$ cat config.mk
export PLATFORM = sky130hd
export DESIGN_NAME = instr_fetch_unit
export DESIGN_NICKNAME = d
export VERILOG_FILES = /design/src/rtl/instr_fetch_unit.sv
export SDC_FILE = /design/constraint.sdc
export NUM_CORES = 1
export LEC_CHECK = 0
export BUFFER_PORTS_ARGS = -buffer_cell sky130_fd_sc_hd__buf_2
export CORE_AREA = 3 3 144 132
export CTS_BUF_LIST = sky130_fd_sc_hd__clkbuf_8
export DETAILED_ROUTE_END_ITERATION = 16
export DIE_AREA = 0 0 147 135
export GPL_ROUTABILITY_DRIVEN = 0
export HOLD_SLACK_MARGIN = 0.08
export PLACE_DENSITY = 0.75
export SKIP_LAST_GASP = 1
export SYNTH_ARGS = -nofsm -noshare
export SYNTH_HDL_FRONTEND = slang
export SYNTH_SLANG_ARGS = --single-unit
export TNS_END_PERCENT = 30
$ cat constraint.sdc
create_clock -name CLK -period 2.95 [get_ports CLK]
set_clock_uncertainty 0.05 [all_clocks]
set_input_delay 0.885 -clock CLK [delete_from_list [all_inputs] [get_ports CLK]]
set_output_delay 0.885 -clock CLK [all_outputs]
set_load 0.01 [all_outputs]
$ cat src/rtl/instr_fetch_unit.sv
// Multi-cycle fetch unit: PC and IR registers, a one-entry fetch buffer and
// the request/acknowledge handshake to instruction memory.
module instr_fetch_unit #(
  parameter logic [31:0] PC_RESET = 32'h0000_0000,
  parameter logic [5:0]  HALT_OP  = 6'b111111
) (
  input  logic        CLK,
  input  logic        RST,
  input  logic        PCWre,
  input  logic        IRWre,
  input  logic [1:0]  PCSrc,
  input  logic [31:0] ExtImm,
  input  logic [31:0] JrTarget,
  output logic        imem_req,
  output logic [31:0] imem_addr,
  input  logic [31:0] imem_rdata,
  input  logic        imem_ack,
  output logic [5:0]  op,
  output logic [5:0]  func,
  output logic [4:0]  rs,
  output logic [4:0]  rt,
  output logic [4:0]  rd,
  output logic [4:0]  sa,
  output logic [15:0] imm16,
  output logic [31:0] pc,
  output logic [31:0] pc4,
  output logic        fetch_busy,
  output logic        halted
);

  typedef enum logic [2:0] {
    IDLE  = 3'd0,
    REQ   = 3'd1,
    FULL  = 3'd2,
    DRAIN = 3'd3,
    HALT  = 3'd4
  } fetch_state_t;

  localparam logic [1:0] SRC_SEQ    = 2'b00;
  localparam logic [1:0] SRC_BRANCH = 2'b01;
  localparam logic [1:0] SRC_JR     = 2'b10;

  fetch_state_t state, state_d;

  logic [31:0] ir, ir_d;
  logic [31:0] fbuf, fbuf_d;
  logic        fbuf_valid, fbuf_valid_d;
  logic        ir_pending, ir_pending_d;
  logic        req_d;
  logic [31:0] addr_d;
  logic        halted_d;
  logic [31:0] pc_d;
  logic [31:0] pc_target;
  logic        pc_upd;
  logic        ir_load;

  assign pc4        = pc + 32'd4;
  assign op         = ir[31:26];
  assign rs         = ir[25:21];
  assign rt         = ir[20:16];
  assign rd         = ir[15:11];
  assign sa         = ir[10:6];
  assign func       = ir[5:0];
  assign imm16      = ir[15:0];
  assign fetch_busy = !fbuf_valid && !halted;

  // Once halted, PC strobes from the control unit have no effect.
  assign pc_upd = PCWre && !halted;

  always_comb begin
    unique case (PCSrc)
      SRC_SEQ:    pc_target = pc4;
      SRC_BRANCH: pc_target = pc4 + (ExtImm << 2);
      SRC_JR:     pc_target = JrTarget & ~32'h0000_0003;
      default:    pc_target = {pc4[31:28], ir[25:0], 2'b00};
    endcase
  end

  assign pc_d = pc_upd ? pc_target : pc;

  // NOTE: every signal assigned below gets a default first, so no path
  // through the case can leave one unassigned and infer a latch.
  always_comb begin
    state_d      = state;
    ir_d         = ir;
    ir_load      = 1'b0;
    fbuf_d       = fbuf;
    fbuf_valid_d = fbuf_valid;
    ir_pending_d = ir_pending;
    req_d        = imem_req;
    addr_d       = imem_addr;
    halted_d     = halted;

    unique case (state)
      IDLE: begin
        if (IRWre) ir_pending_d = 1'b1;
        // A PC change here delays the request by one cycle so it uses the new PC.
        if (!pc_upd) begin
          state_d = REQ;
          req_d   = 1'b1;
          addr_d  = pc;
        end
      end

      REQ: begin
        if (imem_ack) begin
          req_d = 1'b0;
          if (IRWre || ir_pending) begin
            ir_load      = 1'b1;
            ir_d         = imem_rdata;
            ir_pending_d = 1'b0;
          end
          if (pc_upd) begin
            state_d = IDLE;
          end else begin
            fbuf_d       = imem_rdata;
            fbuf_valid_d = 1'b1;
            state_d      = FULL;
          end
        end else begin
          if (IRWre) ir_pending_d = 1'b1;
          if (pc_upd) state_d = DRAIN;
        end
      end

      FULL: begin
        if (IRWre) begin
          ir_load = 1'b1;
          ir_d    = fbuf;
        end
        if (pc_upd) state_d = IDLE;
      end

      DRAIN: begin
        // The request stays up until memory answers; its data belongs to the old PC.
        if (IRWre) ir_pending_d = 1'b1;
        if (imem_ack) begin
          req_d   = 1'b0;
          state_d = IDLE;
        end
      end

      HALT: begin
        req_d = 1'b0;
      end

      default: begin
        state_d = IDLE;
        req_d   = 1'b0;
      end
    endcase

    if (pc_upd) fbuf_valid_d = 1'b0;

    if (ir_load && (ir_d[31:26] == HALT_OP)) begin
      state_d      = HALT;
      req_d        = 1'b0;
      halted_d     = 1'b1;
      ir_pending_d = 1'b0;
    end
  end

  // NOTE: sequential state uses non-blocking assignments only, so every
  // register samples the pre-edge values computed above.
  always_ff @(posedge CLK or negedge RST) begin
    if (!RST) begin
      state      <= IDLE;
      pc         <= PC_RESET;
      ir         <= '0;
      fbuf       <= '0;
      fbuf_valid <= 1'b0;
      ir_pending <= 1'b0;
      imem_req   <= 1'b0;
      imem_addr  <= PC_RESET;
      halted     <= 1'b0;
    end else begin
      state      <= state_d;
      pc         <= pc_d;
      ir         <= ir_d;
      fbuf       <= fbuf_d;
      fbuf_valid <= fbuf_valid_d;
      ir_pending <= ir_pending_d;
      imem_req   <= req_d;
      imem_addr  <= addr_d;
      halted     <= halted_d;
    end
  end

endmodule

[Word level (Yosys, flattened, before mapping)]
Cells that the tools add are included.
Operators by class
  muxes and demuxes: 29
  bitwise operators: 1
  equality and inequality tests: 18
  reduce and logical (&&, ||, !) cells: 21
  add/subtract/negate cells: 2
Operators with widths (count)
  $mux 32: 3
  $pmux 32 s3: 1
  $pmux 32 s2: 1
  $add 32x3->32 const B: 1
  $add 32x32->32: 1
  $mux 3: 6
  $pmux 3 s5: 1
  $mux 1: 13
  $ne 2x2->1 const B: 5
  $ne 3x3->1 const B: 3
  $ne 4x4->1 const B: 2
  $eq 3x2->1 const B: 2
  $eq 6x6->1 const B: 1
  $reduce_and 2->1: 3
  $reduce_and 3->1: 2
  $reduce_bool 2->1: 3
  $reduce_and 5->1: 1
  $pmux 1 s2: 2
  $reduce_and 4->1: 1
  $reduce_or 2->1: 2
  $eq 3x1->1 const B: 1
  $eq 3x3->1 const B: 1
  $logic_and 1x1->1: 3
  $logic_not 3->1: 1
  10 further kinds: 11
Word-level totals
  register bits after elaboration: 135
  logic and storage cells: 81
  input port bits: 103
  output and inout bits: 147

[Depth between registers and ports, before layout]
  depth after elaboration: 8
  depth in mapped cells: 16
  depth with buffers taken out: 15

[Worst setup path after synthesis]
OpenSTA, ideal clock, no wires.
  path kind: register to register
  from: register pc[4]
  to: register pc[31]
  data required time: 2834 ps
  setup slack: -505 ps
  cell stages (with the launch flop): 15
  arrival time: 3338 ps
  buffers on the path: 2
  clock period less this slack: 3455 ps
  setup time: 66 ps
  cells stage by stage: dfrtp_1 -> and4_4 -> and3_1 -> buf_4 -> nor3b_4 -> nand3_1 -> xnor2_1 -> ha_1 -> clkbuf_1 -> nand3_1 -> or3_1 -> o211ai_1 -> nor2_1 -> o41a_1 -> nand2_1
On the way
  longest elaborated chain between the ends: 3
Ends and longest elaborated chain
  from (decl): RTL line 25  | output logic [31:0] pc,
  from (signal assigned): RTL line 178  | pc <= pc_d;
  $add 32x3->32: RTL line 57  | assign pc4 = pc + 32'd4;
  named net pc4[24]: RTL line 26  | output logic [31:0] pc4,
  $add 32x32->32: RTL line 73  | SRC_BRANCH: pc_target = pc4 + (ExtImm << 2);
  $pmux 32 s3: RTL line 71  | unique case (PCSrc)
The timed path passes the listed nets, and every way through them passes these cells.
A chain may end at the register's enable or synchronous reset.

[Worst setup path after layout]
  from: register pc[5]
  to: register pc[15]
On the way
  longest elaborated chain between the ends: 3
Ends and longest elaborated chain (RTL line)
  $add 32x3->32 *: 57
  $add 32x32->32: 73
  $pmux 32 s3 *: 71
Mark *: on every way between the ends. The rest lies on a longest branch, timed or not.

==> impl_metrics.py <==
metrics = {
    "synthesis": {
        "netlist_instances": 868,
        "synth_compound_area_frac": 0.156,
        "synth_area_leaders": "dfrtp_1, mux2_2, nand2_1, ha_1, xnor2_1",
        "seq_area_frac_synth": 0.383,
        "synthMuxAreaShare": 0.136,
        "yosys.area.top_type": "dfrtp_1",
        "yosysTopAreaCellShare": 0.383,
        "synth_edf_count": 0,
        "ys_types": 75,
        "ys_warn_count": 0,
        "synth-simple-area-share": 0.165,
        "yosysMostFrequentCell": "nand2_1",
        "ys_seq_elements": 131,
        "ys_async_sr_fraction": 1.00,
        "yosys.area_share.xor_xnor": 0.0550,
        "synth_area_per_cell_um2": 9.86,
        "ys.flop_type": "dfrtp_1",
        "synthesis.area_mm2": 0.00856,
        "synthTopCellsByCount": "nand2_1, dfrtp_1, mux2_2",
        "synth_top_family_by_area": "simple AND/OR/NAND/NOR gates",
        "synthAdderAreaFrac": 0.0579,
    },
    "die": {
        "dieHeight_um": 135,
        "coreArea_mm2": 0.0176,
        "initial_core_util": 0.486,
        "die_w_um": 147,
        "rows": 46,
        "die_area_mm2": 0.0198,
        "pin_count": 250,
    },
    "flow_run": {
        "drv_cap": 0,
    },
    "power_and_ir_drop": {
        "p_int_uw": 4320,
        "clkPwrFrac": 0.217,
        "p_seq_frac": 0.290,
        "leakage_uw": 0.00658,
        "p_comb_frac": 0.493,
        "p_per_area_mw_per_mm2": 561,
        "power.switching_uw": 2640,
        "swShare": 0.379,
        "power_uw": 6960,
        "ir_worst_vdd_mv": 0.360,
    },
    "drt": {
        "drt-vias-per-instance": 5.61,
        "vias": 8455,
        "drt_iter0_drc": 539,
        "drtAntennaViolNets": 0,
        "first_pass_iters": 5,
        "remaining_drc_errors": 0,
        "drt-wirelength-per-cell_um": 19.2,
        "routed_wl_mm": 29.0,
    },
    "cells_and_area": {
        "area_growth_pct": 45.0,
        "drive_above_1_share": 0.530,
        "finalInstanceArea_mm2": 0.0124,
        "nets": 1394,
        "post-route-util": 0.705,
        "multi_input_area_mm2": 0.00564,
        "register_area_mm2": 0.00329,
        "fill_cells": 1307,
        "final_cells": 1507,
    },
    "placement": {
        "place_area_mm2": 0.0111,
        "port_buffers": 239,
        "dp.cells": 1440,
        "dp_slack_ps": -466,
        "hpwl_mm": 21.8,
    },
    "clock_tree": {
        "cts_buffer_depth": 2,
        "htreeDepth": 4,
        "clockRootBuffer": "clkbuf_8",
        "cts.reportedPaths.clkPinSlew_ps": 80,
        "cts_sinks": 131,
        "cts_tree": "done",
        "cts-hold-fix-buffers": 0,
        "numCtsBuffers": 17,
        "clk_latency_ps": 450,
    },
    "grt": {
        "grt_max_degree": 60,
        "gr-usage-all-layers": 0.278,
        "grt.overflow.total": 0,
        "grt_pass1_wl_mm": 43.2,
        "grt_pass1_vias": 8152,
        "antenna_found_initial": 2,
    },
    "hold_path": {
        "hold_path_class": "in -> async",
    },
    "sta": {
        "maxSlewViolCount": 0,
        "worstMarginPinSlew_ps": 592,
        "min_period_ps": 3310,
        "fin_ws_ps": -363,
        "hold_violations": 0,
        "grt_setup_unrepaired": "true",
        "max_freq_ghz": 0.302,
        "setup_viol": 40,
        "slew_headroom": 0.605,
        "fin_crit_sh": 1.12,
    },
    "worst_setup_path": {
        "crit_path_max_fanout": 5,
        "critical_path_class": "reg -> reg",
        "worstPathRequired_ps": 3250,
        "start_kind": "flip-flop",
        "endpoint_kind": "flip-flop",
        "worstPathArrival_ps": 3610,
    },
    "outcome": {
        "violations": "negative setup slack",
        "status": "complete, but fails checks",
    },
}
[metrics by stage]
step | setup TNS (ps) | hold WS (ps)
6_report | -7840 | 363
2_1_floorplan | -2810 | 417
4_1_cts | -6260 | 370
3_3_place_gp | -5790 | 406
5_1_grt | -12230 | 376
3_5_place_dp | -6260 | 411
[placed cells by master (no fill, tap or decap), types with 12 or more instances in the layout]
master / n
a21o_1: 20
a21oi_1: 25
a22oi_1: 31
buf_2: 237
buf_4: 173
clkbuf_8: 19
dfrtp_1: 121
ha_1: 23
ha_4: 14
mux2_2: 66
mux2i_1: 14
mux4_2: 12
nand2_1: 141
nand3_1: 13
nor2_1: 30
o21ai_0: 21
xnor2_1: 16
xnor2_2: 14
[logic make-up (layout without fill, tap and decap cells)]
group	Yosys count	after routing
AND/OR/NAND/NOR	285	285
AO/OA/AOI/OAI	188	188
flip-flops	131	131
multiplexers	93	93
buffers and inverters	79	471
XOR/XNOR	52	52
adder cells (fa/ha/maj)	39	39
other	1	8
[power by group through the flow]
stage          combinational, uW  sequential, uW  clock, uW
3_3_place_gp                2800            2040          0
4_1_cts                     3110            2010       1540
6_report                    3430            2020       1510
3_5_place_dp                2840            2040          0
2_1_floorplan               1450            2130          0
5_1_grt                     3660            2030       1640
[layer usage]
layer  routed length (um)  up-vias  global-route usage
li1                     -     3897                   -
met1                12100     4075               0.378
met2                13600      420               0.443
met3                 2630       61              0.0765
met4                  640        2              0.0714
met5                    7        -                   0
[worst max-delay path, cell delays in order, from the launching register on]
cell and delay [ps]:
dfrtp_2 370, and4_4 250, and3_4 210, nand4_1 150, xnor2_2 200, ha_1 350, buf_6 150, a21o_1 180
a21oi_2 140, o21ai_2 90, a41oi_2 220, buf_4 160, xnor2_1 90, mux4_2 490, nand2_2 90, nand2_1 40
[area by class of cell]
cell class / count / area share
diodes: 2 / 0.000403
clock buffers: 19 / 0.0211
clock inverters: 13 / 0.00998
inverters: 12 / 0.00363
multi-input cells: 663 / 0.455
flip-flops and latches: 131 / 0.265
well taps: 240 / 0.0242
repair buffers: 427 / 0.221
[registers in the layout (all words and copies together), names as in the netlist]
| register | flops |
|---|---|
| fbuf | 32 |
| ir | 32 |
| imem_addr | 30 |
| pc | 30 |
| state | 3 |
| fbuf_valid | 1 |
| halted | 1 |
| imem_req | 1 |
| ir_pending | 1 |
[final timing paths]
path                                 end   start  depth (start not counted)  slack [ps]
worst max-delay path              pc[15]   pc[5]                         15        -360
worst min-delay path             fbuf[6]     RST                          1         360
worst max register to register    pc[15]   pc[5]                         15        -360
worst min register to register    ir[30]  ir[30]                          2         430
max in group asynchronous       fbuf[28]     RST                          2        1840
min in group CLK                  ir[30]  ir[30]                          2         430
[what timing repair did]
action | CTS | global route
cloned | 0 | 0
pin swaps | 37 | 42
setup buffers | 20 | 13
resized for setup | 60 | 52
endpoints found under the setup margin | 43 | 45
endpoints found under the hold margin | 0 | 0
(Power assumes the default switching activity.)
